[src/rtl/ob_seq_pkg.sv]
// ---------------------------------------------------------------------------
// ob_seq_pkg
// Shared definitions for the pipelined OB sequential reference block.
//   OB_CNT_W_DEFAULT : default width of the accepted-transaction counter
//   OB_MISR_TAPS     : MISR feedback tap mask used when WIDTH = 8
//   ob_logic()       : per-lane OB function, returns {o0, o1}
// ---------------------------------------------------------------------------
package ob_seq_pkg;

    localparam int         OB_CNT_W_DEFAULT = 16;
    localparam logic [7:0] OB_MISR_TAPS     = 8'hB8;

    // One lane of the original two-output OB circuit.
    function automatic logic [1:0] ob_logic(input logic i0, input logic i1);
        return {(i1 & ~i0) | i0, ~i1};
    endfunction

endpackage

[src/rtl/ob_pipe_stage.sv]
// ---------------------------------------------------------------------------
// ob_pipe_stage
// One valid/data register of the OB pipeline with its stall logic.
// The stage loads whenever it is empty or its content is being taken by the
// downstream side in the same cycle.
// Ports:
//   clk        in   rising-edge clock
//   rst_n      in   asynchronous active-low reset
//   up_valid   in   upstream holds a valid word
//   up_data    in   upstream word
//   down_load  in   downstream takes this stage's content this cycle
//   load       out  this stage captures the upstream side this cycle
//   valid      out  stage holds a valid word (registered)
//   data       out  stage word (registered)
// ---------------------------------------------------------------------------
module ob_pipe_stage
    import ob_seq_pkg::*;
#(
    parameter int DW = 16
) (
    input  logic          clk,
    input  logic          rst_n,
    input  logic          up_valid,
    input  logic [DW-1:0] up_data,
    input  logic          down_load,
    output logic          load,
    output logic          valid,
    output logic [DW-1:0] data
);

    logic          valid_q;
    logic          valid_d;
    logic [DW-1:0] data_q;
    logic [DW-1:0] data_d;

    always_comb begin
        load    = ~valid_q | down_load;
        valid_d = valid_q;
        data_d  = data_q;
        if (load) begin
            valid_d = up_valid;
            // Bubbles do not disturb the held word.
            if (up_valid) begin
                data_d = up_data;
            end
        end
    end

    always_ff @(posedge clk or negedge rst_n) begin
        if (!rst_n) begin
            valid_q <= 1'b0;
            data_q  <= '0;
        end else begin
            valid_q <= valid_d;
            data_q  <= data_d;
        end
    end

    assign valid = valid_q;
    assign data  = data_q;

endmodule

[src/rtl/ob_seq_pipe.sv]
// ---------------------------------------------------------------------------
// ob_seq_pipe
// Pipelined, parametrised OB circuit: o0 = (i1 & ~i0) | i0, o1 = ~i1 per
// lane, computed at the input and carried through DEPTH registered stages
// with a valid/ready handshake. Counts accepted input transfers.
// Optional feature: define OB_SEQ_MISR_EN to build a WIDTH-bit MISR over
// (o0 ^ o1) of every output transfer on port sig; otherwise sig is 0.
// Ports:
//   clk        in   rising-edge clock
//   rst_n      in   asynchronous active-low reset
//   in_valid   in   i0/i1 carry a valid operand pair
//   in_ready   out  an operand pair can be accepted this cycle
//   i0, i1     in   operands, WIDTH bits
//   out_valid  out  o0/o1 hold a valid result
//   out_ready  in   sink accepts the result this cycle
//   o0, o1     out  registered results, WIDTH bits
//   tx_count   out  accepted input transfers, wraps at 2^CNT_W
//   sig        out  output signature, WIDTH bits
// ---------------------------------------------------------------------------
module ob_seq_pipe
    import ob_seq_pkg::*;
#(
    parameter int WIDTH = 8,
    parameter int DEPTH = 2,
    parameter int CNT_W = OB_CNT_W_DEFAULT
) (
    input  logic             clk,
    input  logic             rst_n,
    input  logic             in_valid,
    output logic             in_ready,
    input  logic [WIDTH-1:0] i0,
    input  logic [WIDTH-1:0] i1,
    output logic             out_valid,
    input  logic             out_ready,
    output logic [WIDTH-1:0] o0,
    output logic [WIDTH-1:0] o1,
    output logic [CNT_W-1:0] tx_count,
    output logic [WIDTH-1:0] sig
);

    localparam int DW = 2 * WIDTH;

    // ---------------- input-side combinational logic ----------------
    logic [WIDTH-1:0] o0_comb;
    logic [WIDTH-1:0] o1_comb;

    genvar gi;
    generate
        for (gi = 0; gi < WIDTH; gi++) begin : g_lane
            assign {o0_comb[gi], o1_comb[gi]} = ob_logic(i0[gi], i1[gi]);
        end
    endgenerate

    // ---------------- pipeline ----------------
    // Index 0 is the input side; indices 1..DEPTH are the stages.
    logic [DEPTH:0]  stg_valid;
    logic [DW-1:0]   stg_data [0:DEPTH];
    logic [DEPTH:1]  stg_load;
    logic [DEPTH:1]  stg_down;

    assign stg_valid[0] = in_valid;
    assign stg_data[0]  = {o0_comb, o1_comb};

    generate
        for (gi = 1; gi <= DEPTH; gi++) begin : g_stage
            // Stage gi is drained when some stage downstream of it has a free
            // slot or the sink accepts. Written in closed form from the stage
            // valids so the ready path is a flat AND/OR, not a ripple chain.
            if (gi == DEPTH) begin : g_last
                assign stg_down[gi] = out_ready;
            end else begin : g_mid
                assign stg_down[gi] = out_ready | ~(&stg_valid[DEPTH:gi+1]);
            end

            ob_pipe_stage #(
                .DW (DW)
            ) u_stage (
                .clk       (clk),
                .rst_n     (rst_n),
                .up_valid  (stg_valid[gi-1]),
                .up_data   (stg_data[gi-1]),
                .down_load (stg_down[gi]),
                .load      (stg_load[gi]),
                .valid     (stg_valid[gi]),
                .data      (stg_data[gi])
            );
        end
    endgenerate

    assign in_ready  = stg_load[1];
    assign out_valid = stg_valid[DEPTH];
    assign o0        = stg_data[DEPTH][DW-1:WIDTH];
    assign o1        = stg_data[DEPTH][WIDTH-1:0];

    // ---------------- transaction counter ----------------
    logic [CNT_W-1:0] tx_count_q;
    logic [CNT_W-1:0] tx_count_d;

    always_comb begin
        tx_count_d = tx_count_q;
        if (in_valid && in_ready) begin
            tx_count_d = tx_count_q + CNT_W'(1);
        end
    end

    always_ff @(posedge clk or negedge rst_n) begin
        if (!rst_n) begin
            tx_count_q <= '0;
        end else begin
            tx_count_q <= tx_count_d;
        end
    end

    assign tx_count = tx_count_q;

    // ---------------- output signature ----------------
`ifdef OB_SEQ_MISR_EN
    // The package mask is defined for 8 lanes; other widths feed back from
    // the top bit only.
    function automatic logic [WIDTH-1:0] misr_taps();
        logic [WIDTH-1:0] t;
        t = '0;
        for (int i = 0; i < WIDTH; i++) begin
            if (WIDTH == 8) begin
                t[i] = OB_MISR_TAPS[i % 8];
            end
        end
        if (WIDTH != 8) begin
            t[WIDTH-1] = 1'b1;
        end
        return t;
    endfunction

    localparam logic [WIDTH-1:0] MISR_TAPS = misr_taps();

    logic [WIDTH-1:0] sig_q;
    logic [WIDTH-1:0] sig_d;
    logic [WIDTH-1:0] misr_shift;
    logic             misr_fb;

    assign misr_fb = ^(sig_q & MISR_TAPS);

    generate
        if (WIDTH == 1) begin : g_misr_1
            assign misr_shift = misr_fb;
        end else begin : g_misr_n
            assign misr_shift = {sig_q[WIDTH-2:0], misr_fb};
        end
    endgenerate

    always_comb begin
        sig_d = sig_q;
        if (out_valid && out_ready) begin
            sig_d = misr_shift ^ (o0 ^ o1);
        end
    end

    always_ff @(posedge clk or negedge rst_n) begin
        if (!rst_n) begin
            sig_q <= '0;
        end else begin
            sig_q <= sig_d;
        end
    end

    assign sig = sig_q;
`else
    assign sig = '0;
`endif

endmodule

[config.mk]
export PLATFORM = sky130hd
export DESIGN_NAME = ob_seq_pipe
export DESIGN_NICKNAME = d
export VERILOG_FILES = /design/src/rtl/ob_seq_pkg.sv /design/src/rtl/ob_pipe_stage.sv /design/src/rtl/ob_seq_pipe.sv
export SDC_FILE = /design/constraint.sdc
export NUM_CORES = 1
export LEC_CHECK = 0
export CORE_UTILIZATION = 46
export CTS_CLUSTER_SIZE = 14
export DETAILED_ROUTE_END_ITERATION = 10
export GPL_TIMING_DRIVEN = 0
export PLACE_DENSITY = 0.89
export SLEW_MARGIN = 40
export SYNTH_ARGS = -nofsm -noshare
export SYNTH_HDL_FRONTEND = slang
export SYNTH_SLANG_ARGS = --single-unit
[constraint.sdc]
create_clock -name clk -period 1.5 [get_ports clk]
set_input_delay 0.375 -clock clk [delete_from_list [all_inputs] [get_ports clk]]
set_output_delay 0.375 -clock clk [all_outputs]
set_load 0.01 [all_outputs]
==> impl_metrics.csv, run 1 <==
group,metric,value,unit
run_status,status,"finished clean",
cts,cts_sinks,50,
worst_setup_path,regToRegSetupSlack,0.01,ns
global_route,track_usage,19.9,%
synthesis,synth_top_area_cell,"dfrtp_1",
worst_hold_path,worstHoldPathType,"primary input to asynchronous set/reset pin",
global_route,grt_pass1_vias,1419,
cts,path_clk_slew,0.09,ns
synthesis,seq_area_frac_synth,61.1,%
synthesis,synth-edff-count,0,
synthesis,yosys_warnings,0,
floorplan,rows,23,
cts,clockBufferDepth,2,
timing,rsz0062_at_grt,"yes",
cts,cts_max_level,2,
cts,cts_tree,"built",
synthesis,synthTopCellsByCount,"dfrtp_1 (50), nand2_1 (32), mux2_2 (16), o21ai_0 (16), xnor2_1 (11)",
timing,tns,0,ns
place,gp_congestion,0.757,
worst_setup_path,startpoint_type,"register",
drt,detail_route.wl_per_cell,14.2,µm
worst_setup_path,rr_worst_depth,5,
worst_setup_path,cp-end-kind,"register",
pwr,p_leak,1.46,nW
timing,fin_crit_sh,99.2,%
floorplan,coreArea,4140,µm²
pwr,peakVddDrop,0.741,mV
cts,clock-root-buffer,"clkbuf_8",
worst_setup_path,path_max_fanout,4,
timing,min_period,1.49,ns
cells_and_area,area_growth,45.5,%
worst_setup_path,startpoint,"g_stage[2].u_stage.valid",
place,dpl.hpwl,2900,µm
timing,finalClockSkew,0.00267,ns
synthesis,yosysTopAreaCellShare,61.1,%
synthesis,yosysMostFrequentCell,"dfrtp_1",
timing,report.final.setup_viol,0,
job,drv_cap,0,
cells_and_area,drive_gt1_share,27.4,%
cts,clkLatencyLatePin,0.29,ns
pwr,power_density,1270,nW/µm²
drt,drcViolationCount,0,
worst_setup_path,cp.required,1.69,ns
place,dp_slack,-0.587,ns
drt,drt_iter0_drc,128,
synthesis,syn_area,2050,µm²
synthesis,synth_async_sr_flop_share,100,%
synthesis,synth.avg_cell_area,12.1,µm²
drt,ant_nets,0,
cells_and_area,fin_util,72.0,%
global_route,grt-ovfl-total,0,
cells_and_area,final_nets,279,
worst_setup_path,reg2reg_to,"tx_count[13]",
place,port_buffers,53,
global_route,grt_max_degree,38,
worst_setup_path,path_class,"register to register",
synthesis,yosys-top-cells-area,"dfrtp_1 (61%), mux2_2 (8.8%), nand2_1 (5.9%), xnor2_1 (4.7%), o21ai_0 (3.9%)",
worst_setup_path,cp.arrival,1.67,ns
floorplan,pin_count,62,
floorplan,start_util,49.5,%
timing,slew_viol_final,0,
timing,fmax,672,MHz
cts,cts-buffers-inserted,5,
floorplan,dieArea,4730,µm²
drt,routed_wirelength,4390,µm
worst_setup_path,reg2reg_from,"g_stage[2].u_stage.valid",
synthesis,synth_cell_types,25,
timing,worst_slack,0.0126,ns
drt,vias_per_cell,4.90,
synthesis,yosys_most_used_dff,"dfrtp_1",
synthesis,netlist_instances,170,
drt,via_count,1514,
cells_and_area,n_antenna_cell,0,
timing,final-hold-violation-count,0,
drt,first_pass_iters,4,
global_route,antenna_found_initial,0,
floorplan,dieHeight,68.8,µm
synthesis,ys_ff_latch,50,
floorplan,die_x,68.8,µm
global_route,grt_pass1_wl,6690,µm
timing,whs,0.457,ns
## sequential cells by signal, summed over array words and instances, names as in the netlist
register / flops
g_stage.u_stage.valid: 2
tx_count: 16
g_stage.u_stage.data: 32
## how the worst max path moves through the flow
stage / to / slack (ns) / depth (start not counted)
after global routing: tx_count[11] / -0.05 / 5
after floorplan: g_stage[2].u_stage.data[10] / 0.14 / 4
final: tx_count[13] / 0.01 / 5
after global placement: tx_count[12] / -1.31 / 1
after detailed placement: in_ready / -0.59 / 4
after CTS: tx_count[13] / 0.02 / 5
## layer usage
metal | routed length (µm) | global-route usage (%)
met3 | 140 | 3.13
met4 | 48 | 8.16
met2 | 2290 | 34.2
met1 | 1910 | 25.0
met5 | 0 | 0
## power breakdown
group | leakage [nW] | switching, W | internal (W)
logic | 0.796 | 0.000538 | 0.000626
registers | 0.616 | 0.000121 | 0.00159
clock network | 0.0524 | 0.000417 | 0.000499
total | 1.46 | 0.00108 | 0.00272
## worst max-delay path, stage by stage, from the launching register on
cell     delay (ns)
dfrtp_1        0.41
and3b_4        0.22
buf_6          0.13
nor4_4         0.32
nand3_1        0.15
xnor2_1        0.14
## per-stage QoR
step           instance area (µm²)  total power, W  instances
3_3_place_gp                  2670         0.00272        280
3_5_place_dp                  2690         0.00275        281
6_report                      2980         0.00379        309
5_1_grt                       2980         0.00399        309
4_1_cts                       2880         0.00364        304
2_1_floorplan                 2080         0.00220        177
## area by class of cell
cell class,instances,area (µm²)
Clock inverter,1,30.0
Buffer,12,91.3
Tap cell,50,62.6
Multi-Input combinational cell,113,792
Timing Repair Buffer,74,668
Inverter,2,10.0
Fill cell,288,1160
Sequential cell,50,1250
Clock buffer,7,76.3
## layout by cell type (no fill, tap or decap), drive strengths merged, types with 2 or more instances in the layout
cell and count:
nand3 7, and3 3, buf 35, nand2 33, nor3 2, dlygate4sd2 34, xor2 4, xnor2 11
clkbuf 7, o21ai 16, clkdlybuf4s50 16, dfrtp 50, conb 8, nand4 4, mux2 16, inv 2
nor4 2, nand2b 3
## timing repair
| item | in CTS | in global routing |
|---|---|---|
| buffers inserted | 14 | 5 |
| hold buffers | 1 | 0 |
| setup endpoints to repair | 59 | 8 |
| pin swaps | 3 | 11 |
| resized for setup | 44 | 13 |
| hold endpoints to repair | 13 | 0 |
## kinds of logic (layout without fill, tap and decap cells)
family	Yosys count	in the layout	synth area share, %
xor gates and xnor gates	15	15	6.41
and+or+nand+nor	57	57	14.2
adders and majority gates	1	1	0.610
other	1	8	0.183
DFF	50	50	61.1
buffers and inverters	14	96	4.82
AOI/OAI and AO/OA	16	16	3.91
muxes	16	16	8.79
(Power assumes the default switching activity.)
==> run 2, diff against run 1 <==
Settings changed: ABC_AREA from default to 1, CAP_MARGIN from default to 20, CORE_UTILIZATION 46 to 48, PLACE_DENSITY 0.89 to 0.9.
==> run 2 against run 1 <==
Against the previous run:
- power increased by 18%
- worst hold slack worse by 0.032 ns
- sequential cell count is the same
- combinational power is 41% higher
- wire length is 22% higher
- largest power group unchanged
==> impl_metrics.csv, run 2 <==
group,metric,value,unit
run_status,status,"finished clean",
global_route,grt_max_degree,35,
global_route,grt_use_met2,38.4,%
synthesis,synth.avg_cell_area,9.41,µm²
floorplan,dieArea,4960,µm²
worst_setup_path,cp-end-kind,"register",
synthesis,synth_top_area_cell,"dfrtp_1",
place,post-place-cells,352,
drt,drt_iter0_drc,161,
timing,whs,0.425,ns
global_route,use_met3,3.03,%
cts,cts_tree,"built",
timing,fin_crit_sh,93.8,%
worst_setup_path,crit_top_cell,"nand2_1",
synthesis,ys_ff_latch,50,
worst_setup_path,cp_slowest_cell,"dfrtp_1",
cts,cts_sinks,50,
cts,clockBufferDepth,2,
global_route,grt_use_met1,29.5,%
cts,clkLatencyLatePin,0.30,ns
worst_setup_path,path_class,"register to register",
timing,rsz0062_at_grt,"yes",
drt,vias_per_cell,5.06,
pwr,peakVddDrop,0.796,mV
cts,clock-root-buffer,"clkbuf_8",
worst_setup_path,cp.arrival,1.61,ns
cts,cts-buffers-inserted,5,
global_route,grt-ovfl-total,0,
synthesis,synth-edff-count,0,
drt,via_count,1929,
floorplan,coreArea,4410,µm²
worst_setup_path,startpoint_type,"register",
synthesis,netlist_instances,239,
synthesis,syn_area,2250,µm²
cells_and_area,layout_common_cells,"nand2_1 (65), dfrtp_1 (49), o21ai_0 (32), dlygate4sd2_1 (31), buf_4 (28)",
cts,cts_max_level,2,
timing,fmax,710,MHz
place,port_buffers,53,
cells_and_area,n_antenna_cell,0,
cells_and_area,final_cells,381,
floorplan,dieHeight,70.4,µm
worst_setup_path,crit_chain,"buf_6 > ha_4 > inv_2 > nor2_4 > nand2_2 > nor2_4 > nand2_1 > nand2_1 > nand2_1",
cells_and_area,drive_gt1_share,20.7,%
worst_setup_path,cp_slowest_stage_delay,0.37,ns
drt,first_pass_iters,4,
timing,finalClockSkew,0.00375,ns
global_route,track_usage,23.0,%
pwr,power_density,1410,nW/µm²
synthesis,yosysTopAreaCellShare,55.6,%
floorplan,die_x,70.4,µm
job,drv_cap,0,
global_route,grt_pass1_vias,1878,
floorplan,pin_count,62,
synthesis,yosysMostFrequentCell,"nand2_1",
timing,final-hold-violation-count,0,
place,gp_congestion,0.839,
cells_and_area,final_nets,349,
cells_and_area,area_growth,40.5,%
synthesis,yosys_most_used_dff,"dfrtp_1",
synthesis,synth_cell_types,24,
global_route,grt_busiest_layer,"met2",
timing,report.final.setup_viol,0,
timing,slew_viol_final,0,
drt,detail_route.wl_per_cell,14.1,µm
synthesis,seq_area_frac_synth,55.6,%
cells_and_area,largest_reg_flops,32,
timing,min_period,1.41,ns
cts,path_clk_slew,0.09,ns
floorplan,start_util,50.9,%
global_route,grt_pass1_wl,8790,µm
worst_setup_path,path_max_fanout,7,
worst_setup_path,critical_path.top_delay_family,"simple AND/OR/NAND/NOR gates",
drt,drcViolationCount,0,
cells_and_area,fin_util,71.6,%
drt,routed_wirelength,5380,µm
cells_and_area,layout_commonest_cell,"nand2_1",
synthesis,synth_async_sr_flop_share,100,%
worst_setup_path,cp.required,1.71,ns
synthesis,yosys_warnings,0,
floorplan,rows,24,
worst_hold_path,worstHoldPathType,"primary input to register",
place,dpl.hpwl,3500,µm
synthesis,yosys-top-cells-area,"dfrtp_1 (56%), nand2_1 (11%), o21ai_0 (7.3%), inv_1 (3.8%), buf_4 (3.0%)",
synthesis,synthTopCellsByCount,"nand2_1 (66), dfrtp_1 (50), o21ai_0 (33)",
cells_and_area,n_fill_cell,319,
worst_setup_path,path_buf_inv,2,
pwr,p_leak,1.61,nW
drt,ant_nets,0,
global_route,antenna_found_initial,0,
[run 2: report_power, final]
part	total, W	internal [W]	switching [W]
clock network	0.000980	0.000509	0.000471
logic	0.00163	0.000818	0.000816
registers	0.00185	0.00168	0.000175
[run 2: cell families (layout without fill, tap and decap cells)]
| kind of cell | Yosys count | after routing | synth area share [%] |
|---|---|---|---|
| AND/OR/NAND/NOR | 102 | 102 | 21.1 |
| flip-flops | 50 | 50 | 55.6 |
| buffers and inverters | 38 | 121 | 8.96 |
| AO/OA/AOI/OAI | 34 | 34 | 7.57 |
| multiplexers | 7 | 7 | 3.67 |
| XOR/XNOR | 6 | 6 | 2.34 |
| adder cells (fa/ha/maj) | 1 | 1 | 0.556 |
| other | 1 | 8 | 0.167 |
[run 2: metal layers]
metal  share of wire [%]  vias to the layer above
li1                    -                      920
met4                 2.1                        0
met2                  52                       59
met5                   0                        -
met1                  42                      939
met3                 3.8                       11
[run 2: final cells by class]
class / instances / area (µm²) / share of cell area, %
sequential: 50 / 1250 / 39.6
timing repair buffer: 75 / 677 / 21.4
clock inverter: 3 / 47.5 / 1.50
clock buffer: 5 / 68.8 / 2.18
buffer: 14 / 111 / 3.52
inverter: 24 / 95.1 / 3.01
tap: 52 / 65.1 / 2.06
multi-input combinational: 158 / 842 / 26.7
[run 2: final timing paths]
path	startpoint	to	slack [ns]	cells after the start
worst max register to register	tx_count[0]	tx_count[8]	0.09	9
min in group asynchronous	rst_n	g_stage[2].u_stage.data[14]	0.47	2
worst min register to register	g_stage[2].u_stage.data[14]	g_stage[2].u_stage.data[14]	0.49	2
max in group asynchronous	rst_n	tx_count[4]	0.59	3
worst max-delay path	tx_count[0]	tx_count[8]	0.09	9
worst min-delay path	out_ready	g_stage[2].u_stage.valid	0.43	4
[run 2: through the flow]
stage	total power [W]	setup slack [ns]	area, µm²	setup TNS (ns)
after global routing	0.00473	-0.0344	3160	-0.0498
final	0.00447	0.0923	3160	0
after floorplan	0.00257	0.194	2270	0
after detailed placement	0.00336	-0.446	2890	-7.01
after global placement	0.00329	-1.31	2870	-71.29
after CTS	0.00432	0.00315	3080	0
[run 2: timing repair]
action,4_1_cts,5_1_grt
hold buffers,1,0
endpoints found under the hold margin,16,0
cloned,0,1
setup buffers,15,4
endpoints found under the setup margin,34,12
resized for setup,38,16
pin swaps,1,5
[run 2: worst reg2reg max path, cell delays in order (launching register included)]
cell and delay, ns:
dfrtp_1 0.37, buf_6 0.13, ha_4 0.13, inv_2 0.04, nor2_4 0.13, nand2_2 0.09
nor2_4 0.22, nand2_1 0.09, nand2_1 0.07, nand2_1 0.04
==> run 3, diff against run 2 <==
Settings changed: CORE_MARGIN from default to 1.5, CTS_BUF_LIST from default to sky130_fd_sc_hd__clkbuf_16.
==> run 3 against run 2 <==
Against the previous run:
- the run now ends with design-rule violations left
- sequential share of layout area grew 0.43 points
- design area decreased by 1.1%
- utilization decreased by 1.2 points
- sequential cell count unchanged
- power shrank 0.97%
- clock-buffer cell count did not move
- wire length decreased by 6.3%
- worst setup slack better by 0.0085 ns
- die area grew 2.9%
- critical path depth down 8
- register-to-register slack is essentially flat
- critical endpoint is now tx_count[2]
- largest cell class unchanged
==> impl_metrics.csv, run 3 (synthesis gave the netlist of run 2 again) <==
group,metric,value,unit
global_route,grt_pass1_vias,1738,
worst_setup_path,reg2reg_from,"tx_count[1]",
cells_and_area,n_antenna_cell,0,
drt,detail_route.wl_per_cell,13.4,µm
worst_setup_path,cp_slowest_cell,"dfrtp_1",
cells_and_area,n_fill_cell,345,
place,gp_congestion,0.890,
cts,cts_sinks,50,
cells_and_area,fin_util,70.3,%
timing,final-hold-violation-count,0,
drt,ant_nets,0,
cells_and_area,final_nets,343,
worst_setup_path,startpoint,"tx_count[2]",
cells_and_area,layout_common_cells,"nand2_1 (65), dfrtp_1 (49), dlygate4sd2_1 (33), o21ai_0 (32), buf_4 (22)",
run_status,status,"complete, but fails checks",
timing,whs,0.413,ns
worst_setup_path,critical_path.top_delay_family,"flip-flops",
worst_setup_path,path_class,"register to output pin",
worst_hold_path,worstHoldPathType,"primary input to register",
global_route,grt_max_degree,45,
run_status,violations,"design-rule violations",
pwr,power_switching,0.00142,W
cells_and_area,layout_commonest_cell,"nand2_1",
worst_setup_path,cp.depth,1,
drt,drcViolationCount,1,
global_route,grt_use_met1,26.4,%
floorplan,dieHeight,71.4,µm
cts,clock-root-buffer,"clkbuf_16",
global_route,use_met3,4.92,%
cts,clockBufferDepth,2,
timing,rsz0062_at_grt,"no",
timing,fmax,715,MHz
pwr,p_seq_share,42.2,%
worst_setup_path,cp.required,1.12,ns
drt,drt_iter0_drc,123,
worst_setup_path,cp_slowest_stage_delay,0.43,ns
cells_and_area,area_growth,39.0,%
floorplan,rows,24,
cells_and_area,largest_reg_flops,32,
worst_setup_path,path_max_fanout,5,
floorplan,start_util,50.6,%
pwr,power_density,1420,nW/µm²
cts,cts-buffers-inserted,5,
drt,via_count,1847,
pwr,p_leak,1.59,nW
floorplan,dieArea,5100,µm²
floorplan,coreArea,4440,µm²
global_route,antenna_found_initial,0,
pwr,clkPwrFrac,25.0,%
place,dpl.hpwl,3500,µm
worst_setup_path,crit_chain,"dlygate4sd2_1",
floorplan,die_x,71.4,µm
drt,routed_wirelength,5040,µm
global_route,grt_pass1_wl,8150,µm
timing,report.final.setup_viol,0,
pwr,peakVddDrop,0.701,mV
global_route,grt-ovfl-total,0,
worst_setup_path,cp.arrival,1.02,ns
global_route,grt_busiest_layer,"met2",
cts,path_clk_slew,0.07,ns
cts,cts_max_level,2,
worst_setup_path,startpoint_type,"register",
worst_setup_path,path_buf_inv,1,
worst_setup_path,cp-end-kind,"output pin",
pwr,power.internal,0.00300,W
drt,vias_per_cell,4.93,
cts,clkLatencyLatePin,0.29,ns
drt,first_pass_iters,7,
global_route,grt_use_met2,35.1,%
timing,min_period,1.40,ns
global_route,track_usage,20.9,%
worst_setup_path,reg2reg_to,"tx_count[10]",
timing,slew_viol_final,0,
pwr,combPwrFrac,32.8,%
place,port_buffers,53,
floorplan,pin_count,62,
worst_setup_path,rr_worst_depth,9,
timing,finalClockSkew,0.00628,ns
cts,cts_tree,"built",
timing,fin_crit_sh,93.3,%
pwr,switching_share,32.2,%
worst_setup_path,regToRegSetupSlack,0.10,ns
cells_and_area,drive_gt1_share,18.0,%
job,drv_cap,0,
worst_setup_path,endpoint,"tx_count[2]",
-- run 3: repair_timing --
item,in CTS,in global routing
setup endpoints to repair,34,11
hold endpoints to repair,6,0
pin swaps,0,4
cloned,0,1
setup buffers,10,3
hold buffers,1,0
resized for setup,37,11
-- run 3: worst min path at each step --
stage,to,startpoint,depth (start not counted)
after global routing,g_stage[2].u_stage.data[9],rst_n,2
after floorplan,g_stage[1].u_stage.data[0],rst_n,0
after global placement,g_stage[1].u_stage.data[1],g_stage[1].u_stage.data[1],2
after detailed placement,g_stage[2].u_stage.data[15],rst_n,1
final,g_stage[2].u_stage.valid,out_ready,4
after CTS,g_stage[2].u_stage.data[15],rst_n,2
-- run 3: cell type report --
type                    count  area [µm²]  share of cell area (%)
flip-flops and latches     50        1250                    40.1
multi-input cells         158         828                    26.5
repair buffers             69         627                    20.1
clock buffers               5         125                    4.00
plain buffers              14         111                    3.56
inverters                  24        95.1                    3.04
well taps                  52        65.1                    2.08
clock inverters             3        21.3                   0.681
-- run 3: power groups by stage --
stage | registers (W) | clock network, W | logic (W)
floorplan | 0.00206 | 0 | 0.000519
global route | 0.00191 | 0.00119 | 0.00159
finish | 0.00187 | 0.00110 | 0.00145
detailed placement | 0.00198 | 0 | 0.00137
global placement | 0.00196 | 0 | 0.00133
CTS | 0.00187 | 0.00112 | 0.00142
-- run 3: per-stage QoR --
stage               worst slack (ns)  setup TNS, ns  cell area [µm²]  power (W)  instances
global route                 0.00661              0             3130    0.00468        375
CTS                           -0.136         -0.136             3080    0.00441        371
floorplan                      0.194              0             2270    0.00257        246
detailed placement            -0.442          -6.90             2890    0.00335        352
finish                         0.101              0             3130    0.00442        375
global placement               -1.29         -69.83             2870    0.00329        351
-- run 3: layer usage --
metal	routed length (µm)	up-vias
li1	-	911
met1	2050	852
met2	2590	74
met3	294	10
met4	108	0
met5	0	-
-- run 3: worst register-to-register path, cell delays in order (launching register included) --
cell,delay [ns]
dfrtp_1,0.35
buf_4,0.13
ha_1,0.15
inv_2,0.05
nor2_4,0.12
nand2_2,0.08
nor2_4,0.21
nand3_1,0.10
nand2_1,0.07
nand2_1,0.04
